--- src/rtl/associate_multilane_if.sv ---
// Bundle of the three handshakes around the associative neuron: the argument
// stream in, the result stream out, and the error-return path (delta in,
// feedback out). The neuron itself uses the slave view; whatever feeds it
// arguments and deltas, and consumes results and feedback, uses the master view.
// Every stream transfers on a rising edge where valid and ready are both high;
// a raised valid holds with stable data until ready, and ready is ignored
// while its valid is low.
interface associate_multilane_if #(
    parameter int N  = 4,
    parameter int AW = 8,
    parameter int RW = 16
);
    logic                   train;
    logic                   arg_valid;
    logic [N-1:0][AW-1:0]   arg_data;
    logic                   arg_ready;
    logic                   res_valid;
    logic [RW-1:0]          res_data;
    logic                   res_ready;
    logic                   err_valid;
    logic [RW-1:0]          err_data;
    logic                   err_ready;
    logic                   fbk_valid;
    logic [N-1:0][RW-1:0]   fbk_data;
    logic                   fbk_ready;

    modport master (
        output train, arg_valid, arg_data, res_ready, err_valid, err_data, fbk_ready,
        input  arg_ready, res_valid, res_data, err_ready, fbk_valid, fbk_data
    );

    modport slave (
        input  train, arg_valid, arg_data, res_ready, err_valid, err_data, fbk_ready,
        output arg_ready, res_valid, res_data, err_ready, fbk_valid, fbk_data
    );
endinterface

--- src/rtl/associate_multilane.sv ---
// Associative neuron with L parallel multiply lanes. Forward pass computes
// sat(bias + sum(w[n]*arg[n] >>> F)) over K = N/L cycles with running
// saturation; in training it returns sat(w[n]*delta >>> F) upstream and then
// applies saturating weight and bias updates, L weights per cycle.
module associate_multilane #(
    parameter int N    = 4,
    parameter int L    = 2,
    parameter int AW   = 8,
    parameter int RW   = 16,
    parameter int F    = 8,
    parameter int RATE = 2
) (
    input  logic                  clock,
    input  logic                  reset,
    associate_multilane_if.slave  bus,
    output logic [2:0]            dbg_state
);
    localparam int K   = N / L;
    localparam int CW  = (K > 1) ? $clog2(K) : 1;
    localparam int NIW = (N > 1) ? $clog2(N) : 1;
    // Wide enough for w*delta plus headroom, so nothing wraps before saturation.
    localparam int XW  = 2 * RW + AW + 2;
    localparam logic signed [XW-1:0] SMAX = {{(XW-RW+1){1'b0}}, {(RW-1){1'b1}}};
    localparam logic signed [XW-1:0] SMIN = {{(XW-RW+1){1'b1}}, {(RW-1){1'b0}}};

    if (N % L != 0) begin : g_bad_lanes
        $fatal(1, "associate_multilane: N must be a multiple of L");
    end

    typedef enum logic [2:0] {
        S_ARG, S_MAC, S_ACC, S_RES, S_DEL, S_ERR, S_FBK, S_UPD
    } state_t;

    function automatic logic signed [RW-1:0] sat_rw(input logic signed [XW-1:0] x);
        if (x > SMAX)      return SMAX[RW-1:0];
        else if (x < SMIN) return SMIN[RW-1:0];
        else               return x[RW-1:0];
    endfunction

    state_t                 state_q, state_d;
    logic [CW-1:0]          cnt_q;
    logic                   cnt_last;
    logic [N-1:0][AW-1:0]   arg_q;
    logic signed [RW-1:0]   delta_q, bias_q, acc_q, res_q;
    logic signed [RW-1:0]   w_q [N];
    logic [N-1:0][RW-1:0]   fbk_q;
    logic signed [XW-1:0]   lane_sum_q, lane_sum_d;
    logic                   res_valid_q, fbk_valid_q;
    logic                   arg_ready, err_ready, arg_hs, res_hs, err_hs, fbk_hs;
    logic [NIW-1:0]         lane_idx [L];
    logic signed [RW-1:0]   fbk_lane [L];
    logic signed [RW-1:0]   w_new [L];

    assign cnt_last  = (cnt_q == CW'(K - 1));
    assign arg_ready = (state_q == S_ARG);
    assign err_ready = (state_q == S_DEL);
    assign arg_hs    = arg_ready && bus.arg_valid;
    assign err_hs    = err_ready && bus.err_valid;
    assign res_hs    = res_valid_q && bus.res_ready;
    assign fbk_hs    = fbk_valid_q && bus.fbk_ready;

    assign bus.arg_ready = arg_ready;
    assign bus.err_ready = err_ready;
    assign bus.res_valid = res_valid_q;
    assign bus.res_data  = res_q;
    assign bus.fbk_valid = fbk_valid_q;
    assign bus.fbk_data  = fbk_q;
    assign dbg_state     = state_q;

    // State register.
    always_ff @(posedge clock) begin
        if (reset) state_q <= S_ARG;
        else       state_q <= state_d;
    end

    // Next-state: pass sequencing and the training branch taken at the result handshake.
    always_comb begin
        state_d = state_q;
        case (state_q)
            S_ARG: if (bus.arg_valid) state_d = S_MAC;
            S_MAC: if (cnt_last)      state_d = S_ACC;
            S_ACC:                    state_d = S_RES;
            S_RES: if (res_hs)        state_d = bus.train ? S_DEL : S_ARG;
            S_DEL: if (bus.err_valid) state_d = S_ERR;
            S_ERR: if (cnt_last)      state_d = S_FBK;
            S_FBK: if (fbk_hs)        state_d = S_UPD;
            S_UPD: if (cnt_last)      state_d = S_ARG;
            default: begin
                state_d = S_ARG;
`ifndef SYNTHESIS
                $error("associate_multilane: invalid state encoding, recovering to ARG");
`endif
            end
        endcase
    end

    // Lane arithmetic for the current lane group: forward products, feedback and new weights.
    always_comb begin
        logic signed [XW-1:0] prod;
        logic signed [RW-1:0] step;
        lane_sum_d = '0;
        prod       = '0;
        step       = '0;
        for (int l = 0; l < L; l++) begin
            lane_idx[l] = NIW'(cnt_q) * NIW'(L) + NIW'(l);
            prod        = (XW'(w_q[lane_idx[l]]) * $signed(XW'(arg_q[lane_idx[l]]))) >>> F;
            lane_sum_d  = lane_sum_d + prod;
            fbk_lane[l] = sat_rw((XW'(w_q[lane_idx[l]]) * XW'(delta_q)) >>> F);
            step        = sat_rw((XW'(delta_q) * $signed(XW'(arg_q[lane_idx[l]]))) >>> (F + RATE));
            w_new[l]    = sat_rw(XW'(w_q[lane_idx[l]]) + XW'(step));
        end
    end

    // Datapath registers: capture, accumulate, output holding, feedback and weight update.
    always_ff @(posedge clock) begin
        if (reset) begin
            cnt_q       <= '0;
            arg_q       <= '0;
            delta_q     <= '0;
            bias_q      <= '0;
            acc_q       <= '0;
            res_q       <= '0;
            fbk_q       <= '0;
            lane_sum_q  <= '0;
            res_valid_q <= 1'b0;
            fbk_valid_q <= 1'b0;
            for (int n = 0; n < N; n++) w_q[n] <= '0;
        end else begin
            if (state_q == S_MAC || state_q == S_ERR || state_q == S_UPD)
                cnt_q <= cnt_last ? '0 : cnt_q + CW'(1);
            else
                cnt_q <= '0;

            if (arg_hs) begin
                arg_q <= bus.arg_data;
                acc_q <= bias_q;
            end
            if (err_hs) delta_q <= bus.err_data;

            // Lane sums are registered; the accumulator lags one cycle, drained in ACC.
            if (state_q == S_MAC) begin
                lane_sum_q <= lane_sum_d;
                if (cnt_q != '0) acc_q <= sat_rw(XW'(acc_q) + lane_sum_q);
            end
            if (state_q == S_ACC) acc_q <= sat_rw(XW'(acc_q) + lane_sum_q);

            if (state_q == S_RES) begin
                if (!res_valid_q) begin
                    res_valid_q <= 1'b1;
                    res_q       <= acc_q;
                end else if (bus.res_ready) begin
                    res_valid_q <= 1'b0;
                end
            end

            if (state_q == S_ERR)
                for (int l = 0; l < L; l++) fbk_q[lane_idx[l]] <= fbk_lane[l];

            if (state_q == S_FBK) begin
                if (!fbk_valid_q)        fbk_valid_q <= 1'b1;
                else if (bus.fbk_ready)  fbk_valid_q <= 1'b0;
            end

            if (state_q == S_UPD) begin
                for (int l = 0; l < L; l++) w_q[lane_idx[l]] <= w_new[l];
                if (cnt_q == '0) bias_q <= sat_rw(XW'(bias_q) + XW'(delta_q >>> RATE));
            end
        end
    end
endmodule

--- src/flat_wrapper.sv ---
// flat-port wrapper written by rule: the top's interface ports become plain ports
module associate_multilane_flat 
#(
    parameter int N    = 4,
    parameter int L    = 2,
    parameter int AW   = 8,
    parameter int RW   = 16,
    parameter int F    = 8,
    parameter int RATE = 2
)
  (clock, reset, dbg_state, bus_train, bus_arg_valid, bus_arg_data, bus_res_ready, bus_err_valid, bus_err_data, bus_fbk_ready, bus_arg_ready, bus_res_valid, bus_res_data, bus_err_ready, bus_fbk_valid, bus_fbk_data);
  associate_multilane_if #(.N(N), .AW(AW), .RW(RW)) bus_i ();
  input  logic clock;
  input  logic reset;
  output logic [2:0] dbg_state;
  input wire logic [$bits(bus_i.train)-1:0] bus_train;
  input wire logic [$bits(bus_i.arg_valid)-1:0] bus_arg_valid;
  input wire logic [$bits(bus_i.arg_data)-1:0] bus_arg_data;
  input wire logic [$bits(bus_i.res_ready)-1:0] bus_res_ready;
  input wire logic [$bits(bus_i.err_valid)-1:0] bus_err_valid;
  input wire logic [$bits(bus_i.err_data)-1:0] bus_err_data;
  input wire logic [$bits(bus_i.fbk_ready)-1:0] bus_fbk_ready;
  output wire logic [$bits(bus_i.arg_ready)-1:0] bus_arg_ready;
  output wire logic [$bits(bus_i.res_valid)-1:0] bus_res_valid;
  output wire logic [$bits(bus_i.res_data)-1:0] bus_res_data;
  output wire logic [$bits(bus_i.err_ready)-1:0] bus_err_ready;
  output wire logic [$bits(bus_i.fbk_valid)-1:0] bus_fbk_valid;
  output wire logic [$bits(bus_i.fbk_data)-1:0] bus_fbk_data;
  assign bus_i.train = bus_train;
  assign bus_i.arg_valid = bus_arg_valid;
  assign bus_i.arg_data = bus_arg_data;
  assign bus_i.res_ready = bus_res_ready;
  assign bus_i.err_valid = bus_err_valid;
  assign bus_i.err_data = bus_err_data;
  assign bus_i.fbk_ready = bus_fbk_ready;
  assign bus_arg_ready = bus_i.arg_ready;
  assign bus_res_valid = bus_i.res_valid;
  assign bus_res_data = bus_i.res_data;
  assign bus_err_ready = bus_i.err_ready;
  assign bus_fbk_valid = bus_i.fbk_valid;
  assign bus_fbk_data = bus_i.fbk_data;
  associate_multilane #(.N(N), .L(L), .AW(AW), .RW(RW), .F(F), .RATE(RATE)) u_core (.clock(clock), .reset(reset), .bus(bus_i), .dbg_state(dbg_state));
endmodule
--- config.mk ---
export PLATFORM = sky130hd
export DESIGN_NAME = associate_multilane_flat
export DESIGN_NICKNAME = d
export VERILOG_FILES = /design/src/rtl/associate_multilane_if.sv /design/src/rtl/associate_multilane.sv /design/src/flat_wrapper.sv
export SDC_FILE = /design/constraint.sdc
export NUM_CORES = 2
export LEC_CHECK = 0
export BUFFER_PORTS_ARGS = -buffer_cell sky130_fd_sc_hd__buf_2
export CAP_MARGIN = 20
export CORE_MARGIN = 1.5
export CORE_UTILIZATION = 45
export CTS_BUF_LIST = sky130_fd_sc_hd__clkbuf_8
export DETAILED_ROUTE_END_ITERATION = 8
export SKIP_CTS_REPAIR_TIMING = 1
export SYNTH_ARGS = -nofsm -noshare
export SYNTH_HDL_FRONTEND = slang
export SYNTH_SLANG_ARGS = --single-unit
--- constraint.sdc ---
create_clock -name clock -period 10.03 [get_ports clock]
set_input_delay 1.5045 -clock clock [delete_from_list [all_inputs] [get_ports clock]]
set_output_delay 1.5045 -clock clock [all_outputs]
set_load 0.01 [all_outputs]
## After elaboration in Yosys (flattened, before gate mapping)

Memory sizes are Yosys's and may differ from the RTL's. A register that Yosys moved wholly into a read port is not among the register bits.
Cells that the tools add are included.

- Reductions and logical operators: 15
- Magnitude comparators: 20
- Equality and inequality tests: 14
- $add $sub $neg: 7
- Bitwise operators: 3
- Muxes and demuxes: 55
- Multipliers: 6

Operators with widths:

| operator | count |
|---|---|
| $mux W16 | 24 |
| $gt A42 B16 Y1 const B | 4 |
| $lt A42 B16 Y1 const B | 4 |
| $bwmux W64 | 2 |
| $mul A16 B9 Y25 | 4 |
| $mul A16 B16 Y32 | 2 |
| $gt A24 B16 Y1 const B | 2 |
| $lt A24 B16 Y1 const B | 2 |
| $add A16 B42 Y42 | 1 |
| $add A16 B16 Y17 | 2 |
| $demux W16 S2 | 1 |
| $gt A15 B16 Y1 const B | 2 |
| $lt A15 B16 Y1 const B | 2 |
| $reduce_or A16 Y1 | 2 |
| $mux W3 | 8 |
| $mux W8 | 3 |
| $pmux W3 S8 | 1 |
| $add A17 B17 Y18 | 1 |
| $add A16 B14 Y17 | 1 |
| $bmux W8 S2 | 1 |
| $demux W16 S1 | 1 |
| $eq A3 B3 Y1 const B | 4 |
| $mux W1 | 11 |
| $ne A2 B1 Y1 const B | 5 |
| 15 further kinds | 30 |

- Bits of input ports: 55
- Register bits: 208
- Bits in writable memories: 64
- Memories: 1
- Logic and storage cells: 138

Memories:

| memory | depth | width | read ports | clocked after Yosys merged registers in | wr ports | RTL line | RTL |
|---|---|---|---|---|---|---|---|
| u_core.w_q | 4 | 16 | 2 | 1 | 4 | associate_multilane.sv:45 | `logic signed [RW-1:0] w_q [N];` |

## Longest topological paths before layout

- Word-level depth: 12
- Gate-level depth with buffers: 36
- Mapped depth without buffers: 32

## Worst setup path after synthesis

Ideal clock, no wire load.

- Path kind: reg2reg
- Start: register u_core.cnt_q, in the netlist u_core.cnt_last
- End: register u_core.fbk_q (netlist bit u_core.bus.fbk_data[50])
- Required time: 9.944 ns
- Buffers on the path: 6
- Clock period less this slack: 8.676 ns
- Arrival: 8.590 ns
- Path slack: 1.354 ns
- Cell stages (with the launch flop): 31
- Setup time: 0.086 ns
- Cells stage by stage: dfxtp_1 > buf_2 > clkbuf_1 > clkbuf_1 > mux2i_1 > clkinv_1 > clkbuf_1 > nand2_1 > fa_1 > fa_1 > inv_1 > fa_1 > fa_1 > inv_1 > fa_1 > inv_1 > fa_1 > ha_1 > a2111oi_2 > o21ai_1 > a21o_1 > nand4bb_4 > and3_1 > buf_6 > or4b_1 > a2111o_1 > nor4_2 > a211o_2 > buf_12 > nand2_2 > a211oi_1

- Cells in the longest elaborated chain, start to end: 7
- Elaborated cells on any way between the ends: 13
- Those cells by class: add/sub (1); mul (1); order compare (4); mux (5); reduce/logical (1); memory (1)

RTL lines:

| element | RTL line | RTL |
|---|---|---|
| start: declaration | associate_multilane.sv:41 | `logic [CW-1:0] cnt_q;` |
| start signal: assignment | associate_multilane.sv:130 | `cnt_q <= cnt_last ? '0 : cnt_q + CW'(1);` |
| $add A2 B1 Y2 * | associate_multilane.sv:105 | `lane_idx[l] = NIW'(cnt_q) * NIW'(L) + NIW'(l);` |
| $mem_v2 Z4 W16 | -- |  |
| $mul A16 B16 Y32 | associate_multilane.sv:108 | `fbk_lane[l] = sat_rw((XW'(w_q[lane_idx[l]]) * XW'(delta_q)) >>> F);` |
| $lt A24 B16 Y1 | associate_multilane.sv:36 | `else if (x < SMIN) return SMIN[RW-1:0];` |
| $mux W16 | associate_multilane.sv:36 |  |
| $mux W16 | associate_multilane.sv:35 | `if (x > SMAX) return SMAX[RW-1:0];` |
| $bwmux W64 * | associate_multilane.sv:157 | `for (int l = 0; l < L; l++) fbk_q[lane_idx[l]] <= fbk_lane[l];` |
| end signal: assignment | associate_multilane.sv:123 | `fbk_q <= '0;` |
| end: declaration | associate_multilane.sv:46 | `logic [N-1:0][RW-1:0] fbk_q;` |

Every way passes the cells marked *; elsewhere a longest branch is shown, timed or not.
A chain may end at the register's enable or synchronous reset.

## Worst setup path in the final report

- Start: register u_core.cnt_q, in the netlist u_core.cnt_last
- End: register u_core.fbk_q (netlist bit u_core.bus.fbk_data[42])

- Cells in the longest elaborated chain, start to end: 7
- Elaborated cells on any way between the ends: 19
- Those cells by class: add/sub (1); mul (1); order compare (6); mux (8); reduce/logical (2); memory (1)

RTL lines:

| element | RTL line |
|---|---|
| $add A2 B1 Y2 | associate_multilane.sv:105 |
| $mem_v2 Z4 W16 | -- |
| $mul A16 B16 Y32 | associate_multilane.sv:108 |
| $lt A24 B16 Y1 | associate_multilane.sv:36 |
| $mux W16 | associate_multilane.sv:36 |
| $mux W16 | associate_multilane.sv:35 |
| $bwmux W64 * | associate_multilane.sv:157 |

Marked as above.

==> impl.org <==
** Yosys
- Number of library cell types mapped by synthesis :: 84
- Dominant synthesized flop cell :: sky130_fd_sc_hd__dfxtp_1
- After synthesis, the mean cell area works out to 8.724 sq um.
- The synthesized design contains 248 register bits.
- The number of nets handed over by synthesis was 7126.
- Netlist Area Pre-Place :: about 50000 sq um
- Register area share after synthesis :: 11.25%
- The Yosys step of the flow raised 0 warnings.
- Share of flip-flops with an asynchronous set or reset :: 0%
- Counting flops with a built-in enable in the synthesized netlist gives 64.
- Synthesis produced about 5700 cells.

** Setup path
- Critical path endpoint category :: flip-flop
- Measured in cells, the most critical reg-to-reg path has a length of 27.
- Critical R2R Launch :: u_core.cnt_last
- Crit start category :: flip-flop
- Of all nets on the critical path, the largest fanout is between 40 and 50.
- Data on the critical path is required at its endpoint by 10530 ps.
- Data on the critical path arrives at its endpoint at 10070 ps.
- Endpoint of the most critical register-to-register path :: u_core.bus.fbk_data[42]
- The setup check on the worst reg-to-reg path leaves a slack of 460 ps.
- Start-to-end type of the worst setup path :: flip-flop to flip-flop

** Worst hold path
- Worst min-delay path class :: flip-flop to flip-flop
- The worst hold path passes through 2 cells.
- Startpoint of the worst hold path :: u_core.bus.res_data[13]
- The worst hold path terminates at u_core.bus.res_data[13].

** Clocking
- CTS saw 248 sinks.
- The H-tree was split into 2 levels.
- Number of clock buffers inserted by TritonCTS :: 43
- The root buffer cell chosen for the clock tree is sky130_fd_sc_hd__clkbuf_8.
- Worst-Skew Late Latency :: 660 ps
- TritonCTS built the clock tree.
- Maximum clock insertion buffer count :: 3
- Clock transition at the registers of the reported paths :: 70 ps

** Timing
- Setup slack of the critical path after layout :: about 460 ps
- Worst slew slack as a fraction of its limit :: 28.41%
- Fin Clk Skew :: 62.30 ps
- The clock period could shrink to 9572 ps.
- Setup TNS :: 0 ps
- In the finished design, the share of the clock period the worst path needs comes to 95.44%.
- Setup repair after global routing missed its margin :: no
- Maximum clock frequency :: 0.1045 GHz
- At the pin with the least slew margin, the transition time is 1074 ps.
- The final number of hold-violating endpoints was 0.
- The final max-slew violation count is 0.
- Final setup violation count :: 0

** Global routing
- Pin count of the biggest net entering global routing :: 96
- GR Overflow Total :: 0
- The first global-routing pass estimated 217800 um of wire.
- Global routing consumed, over all layers together, 24.95% of the routing resources.
- The initial antenna violation count came to 3.
- Vias in the first global route :: 39070

** Floorplanning
- During I/O placement, the number of pins put on the boundary was 142.
- Standard-cell row count :: about 120
- Die width :: 335.7 um
- Die outline area :: between 100000 and 150000 sq um
- Core ar. :: 109300 sq um
- The die is roughly 340 um tall.
- Initial Utilization :: 45.58%

** Drt
- Post-DR vias/cell :: 5.257
- After detailed routing, the average wire length per cell comes to 18.94 um.
- Antenna viol nets, final :: 0
- The final layout contains routed wiring with a total length of 137900 um.
- The first TritonRoute pass finished after 6 iterations.
- The routed layout has 38280 vias.
- In the routed design, unresolved DRC markers number 0.
- Iter 0 DRT Violations :: 2634

** Cells and area
- Total Nets Final :: 7184
- Leaving out fill and tap cells, the most frequent cells in the layout are sky130_fd_sc_hd__inv_1, sky130_fd_sc_hd__fa_1, sky130_fd_sc_hd__nand2_1.
- Fill cells in the final layout number 10480.
- In the final layout, the share of cells above drive strength 1 is approximately 7.4%.
- The library cell used most frequently in the layout, excluding fill and tap cells, is sky130_fd_sc_hd__inv_1.
- Relative to the synthesized area, the layout overhead comes to 7.147%.

** Run
- Max Cap Viol :: 0

** Power and ir drop
- Dividing total power by cell area gives a power density of 99.69 nW/um^2.
- Power dissipated by switching net loads :: 2563 uW
- The worst-case IR drop observed on VDD is approximately 0.14 mV.
- Net switching share of the total power :: 48.16%
- Share of power burned in registers :: 23.6%
- Part of the power in combinational logic :: around 58%
- Relative contribution of the clock network to total power :: 18.6%
- Cell internal power was estimated by the tool at ~2800 uW.
- In this run the static leakage power is 0.02767 uW.

** Placed design
- Place WS :: 369.3 ps
- Routability congestion estimate :: 0.9362
- Detailed placement finished with a half-perimeter wire length of 112100 um.
- Buffers placed on the I/O ports in this run total 141.

** Outcome
- The run finished with clean final reports.
==> routing by layer <==
layer  share of wire (%)  GRT usage [%]  up-vias
met4                 3.1          7.529        0
met1                  43          34.27    19270
met3                 7.9          5.006      166
li1                    -              -    17710
met5                   0              0        -
met2                  46          39.77     1140
==> registers in the layout, summed over array words and instances (netlist names) <==
register and cells:
u_core.arg_q 32, u_core.w_q 64, u_core.bias_q 16, u_core.acc_q 16, u_core.bus.fbk_data 64, u_core.dbg_state 3
u_core.cnt_last 1, u_core.bus.fbk_valid 1, u_core.delta_q 16, u_core.bus.res_data 16, u_core.bus.res_valid 1, u_core.lane_sum_q 18
==> Yosys cell counts, types with 10 or more instances <==
cell	number	area (sq um)
sky130_fd_sc_hd__inv_1	1149	4313
sky130_fd_sc_hd__fa_1	931	18640
sky130_fd_sc_hd__nand2_1	789	2962
sky130_fd_sc_hd__ha_1	429	5368
sky130_fd_sc_hd__nor2_1	397	1490
sky130_fd_sc_hd__and2_1	297	1858
sky130_fd_sc_hd__clkbuf_1	240	900.9
sky130_fd_sc_hd__a21oi_1	202	1011
sky130_fd_sc_hd__dfxtp_1	184	3684
sky130_fd_sc_hd__xnor2_1	130	1139
sky130_fd_sc_hd__nor2b_1	92	575.6
sky130_fd_sc_hd__a211oi_1	81	608.1
sky130_fd_sc_hd__o21ai_0	70	350.3
sky130_fd_sc_hd__edfxtp_1	64	1922
sky130_fd_sc_hd__mux2i_1	61	610.6
sky130_fd_sc_hd__a21o_1	55	412.9
sky130_fd_sc_hd__xor2_1	55	481.7
sky130_fd_sc_hd__nor3_1	48	240.2
sky130_fd_sc_hd__nand3_1	37	185.2
sky130_fd_sc_hd__nand2b_1	30	187.7
sky130_fd_sc_hd__o21a_1	23	172.7
sky130_fd_sc_hd__a31oi_1	22	137.6
sky130_fd_sc_hd__and3_1	21	131.4
sky130_fd_sc_hd__a221oi_1	19	166.4
sky130_fd_sc_hd__o211ai_1	19	142.6
sky130_fd_sc_hd__or2_2	16	100.1
sky130_fd_sc_hd__or3_1	14	87.58
sky130_fd_sc_hd__mux2_2	13	146.4
sky130_fd_sc_hd__nand4_1	13	81.33
sky130_fd_sc_hd__o221a_2	13	146.4
sky130_fd_sc_hd__nand3b_1	11	82.58
sky130_fd_sc_hd__buf_1	10	37.54
sky130_fd_sc_hd__clkinv_1	10	37.54
sky130_fd_sc_hd__o2111ai_1	10	87.58
sky130_fd_sc_hd__o21bai_1	10	75.07
==> kinds of logic (layout without fill, tap and decap cells) <==
family | Yosys count | in the layout | share of synthesized area [%]
flip-flops | 248 | 248 | 11.25
other | 0 | 3 | 0
adder cells (fa/ha/maj) | 1364 | 1364 | 48.26
buffers and inverters | 1417 | 1509 | 10.74
AO/OA/AOI/OAI | 618 | 618 | 8.287
AND/OR/NAND/NOR | 1805 | 1805 | 16.69
multiplexers | 74 | 74 | 1.519
XOR/XNOR | 185 | 185 | 3.252
==> layout make-up <==
cell class | count | area [sq um] | area share, %
well taps | 1476 | 1847 | 3.459
clock inverters | 29 | 197.7 | 0.3703
multi-input cells | 4046 | 38960 | 72.98
flip-flops and latches | 248 | 5628 | 10.54
repair inverters | 1 | 7.507 | 0.01406
clock buffers | 50 | 688.2 | 1.289
repair buffers | 269 | 1693 | 3.171
diodes | 3 | 7.507 | 0.01406
inverters | 1160 | 4358 | 8.163
==> through the flow <==
step	instance area, sq um	hold WS (ps)	power, uW	std cells	util (%)
finish	53390	458.1	5322	7282	48.84
global route	53380	478.0	5757	7280	48.83
CTS	53340	459.2	5320	7276	48.79
detailed placement	52450	449.8	4299	7197	47.98
global placement	52450	438.7	4265	7197	47.98
floorplan	49820	432.9	3379	5711	-
==> worst max-delay path, stage by stage (launching register included) <==
cell                       delay, ps
sky130_fd_sc_hd__dfxtp_4         670
sky130_fd_sc_hd__buf_12          370
sky130_fd_sc_hd__mux2i_1         730
sky130_fd_sc_hd__inv_1           630
sky130_fd_sc_hd__and2_1          370
sky130_fd_sc_hd__fa_1            390
sky130_fd_sc_hd__fa_1            540
sky130_fd_sc_hd__inv_1            50
sky130_fd_sc_hd__fa_1            480
sky130_fd_sc_hd__inv_1            60
sky130_fd_sc_hd__fa_1            520
sky130_fd_sc_hd__inv_1            60
sky130_fd_sc_hd__fa_1            530
sky130_fd_sc_hd__inv_1            50
sky130_fd_sc_hd__fa_1            470
sky130_fd_sc_hd__ha_1            340
sky130_fd_sc_hd__inv_1            60
sky130_fd_sc_hd__o21ai_0         560
sky130_fd_sc_hd__a211oi_1        150
sky130_fd_sc_hd__a21boi_1        180
sky130_fd_sc_hd__buf_4           160
sky130_fd_sc_hd__nor4_1          410
sky130_fd_sc_hd__o21ai_0         190
sky130_fd_sc_hd__a2111o_1        390
sky130_fd_sc_hd__o41a_1          450
sky130_fd_sc_hd__nor2_1          230
sky130_fd_sc_hd__buf_4           250
sky130_fd_sc_hd__a211oi_1        100
==> how the worst max path moves through the flow <==
stage                          startpoint                 endpoint  slack (ps)
after floorplan           u_core.cnt_last  u_core.bus.fbk_data[50]        1350
after global placement    u_core.cnt_last  u_core.bus.fbk_data[46]         480
after detailed placement  u_core.cnt_last  u_core.bus.fbk_data[40]         370
after CTS                 u_core.cnt_last  u_core.bus.fbk_data[42]         370
after global routing      u_core.cnt_last  u_core.bus.fbk_data[40]          50
final                     u_core.cnt_last  u_core.bus.fbk_data[42]         460
==> power groups by stage <==
stage,Sequential [uW],Combinational (uW),Clock (uW)
after floorplan,1190,2190,0
after detailed placement,1270,3030,0
after global routing,1270,3440,1050
after CTS,1250,3050,1020
final,1260,3070,992
after global placement,1270,2990,0
No activity file was read; power rests on OpenSTA's default activity.
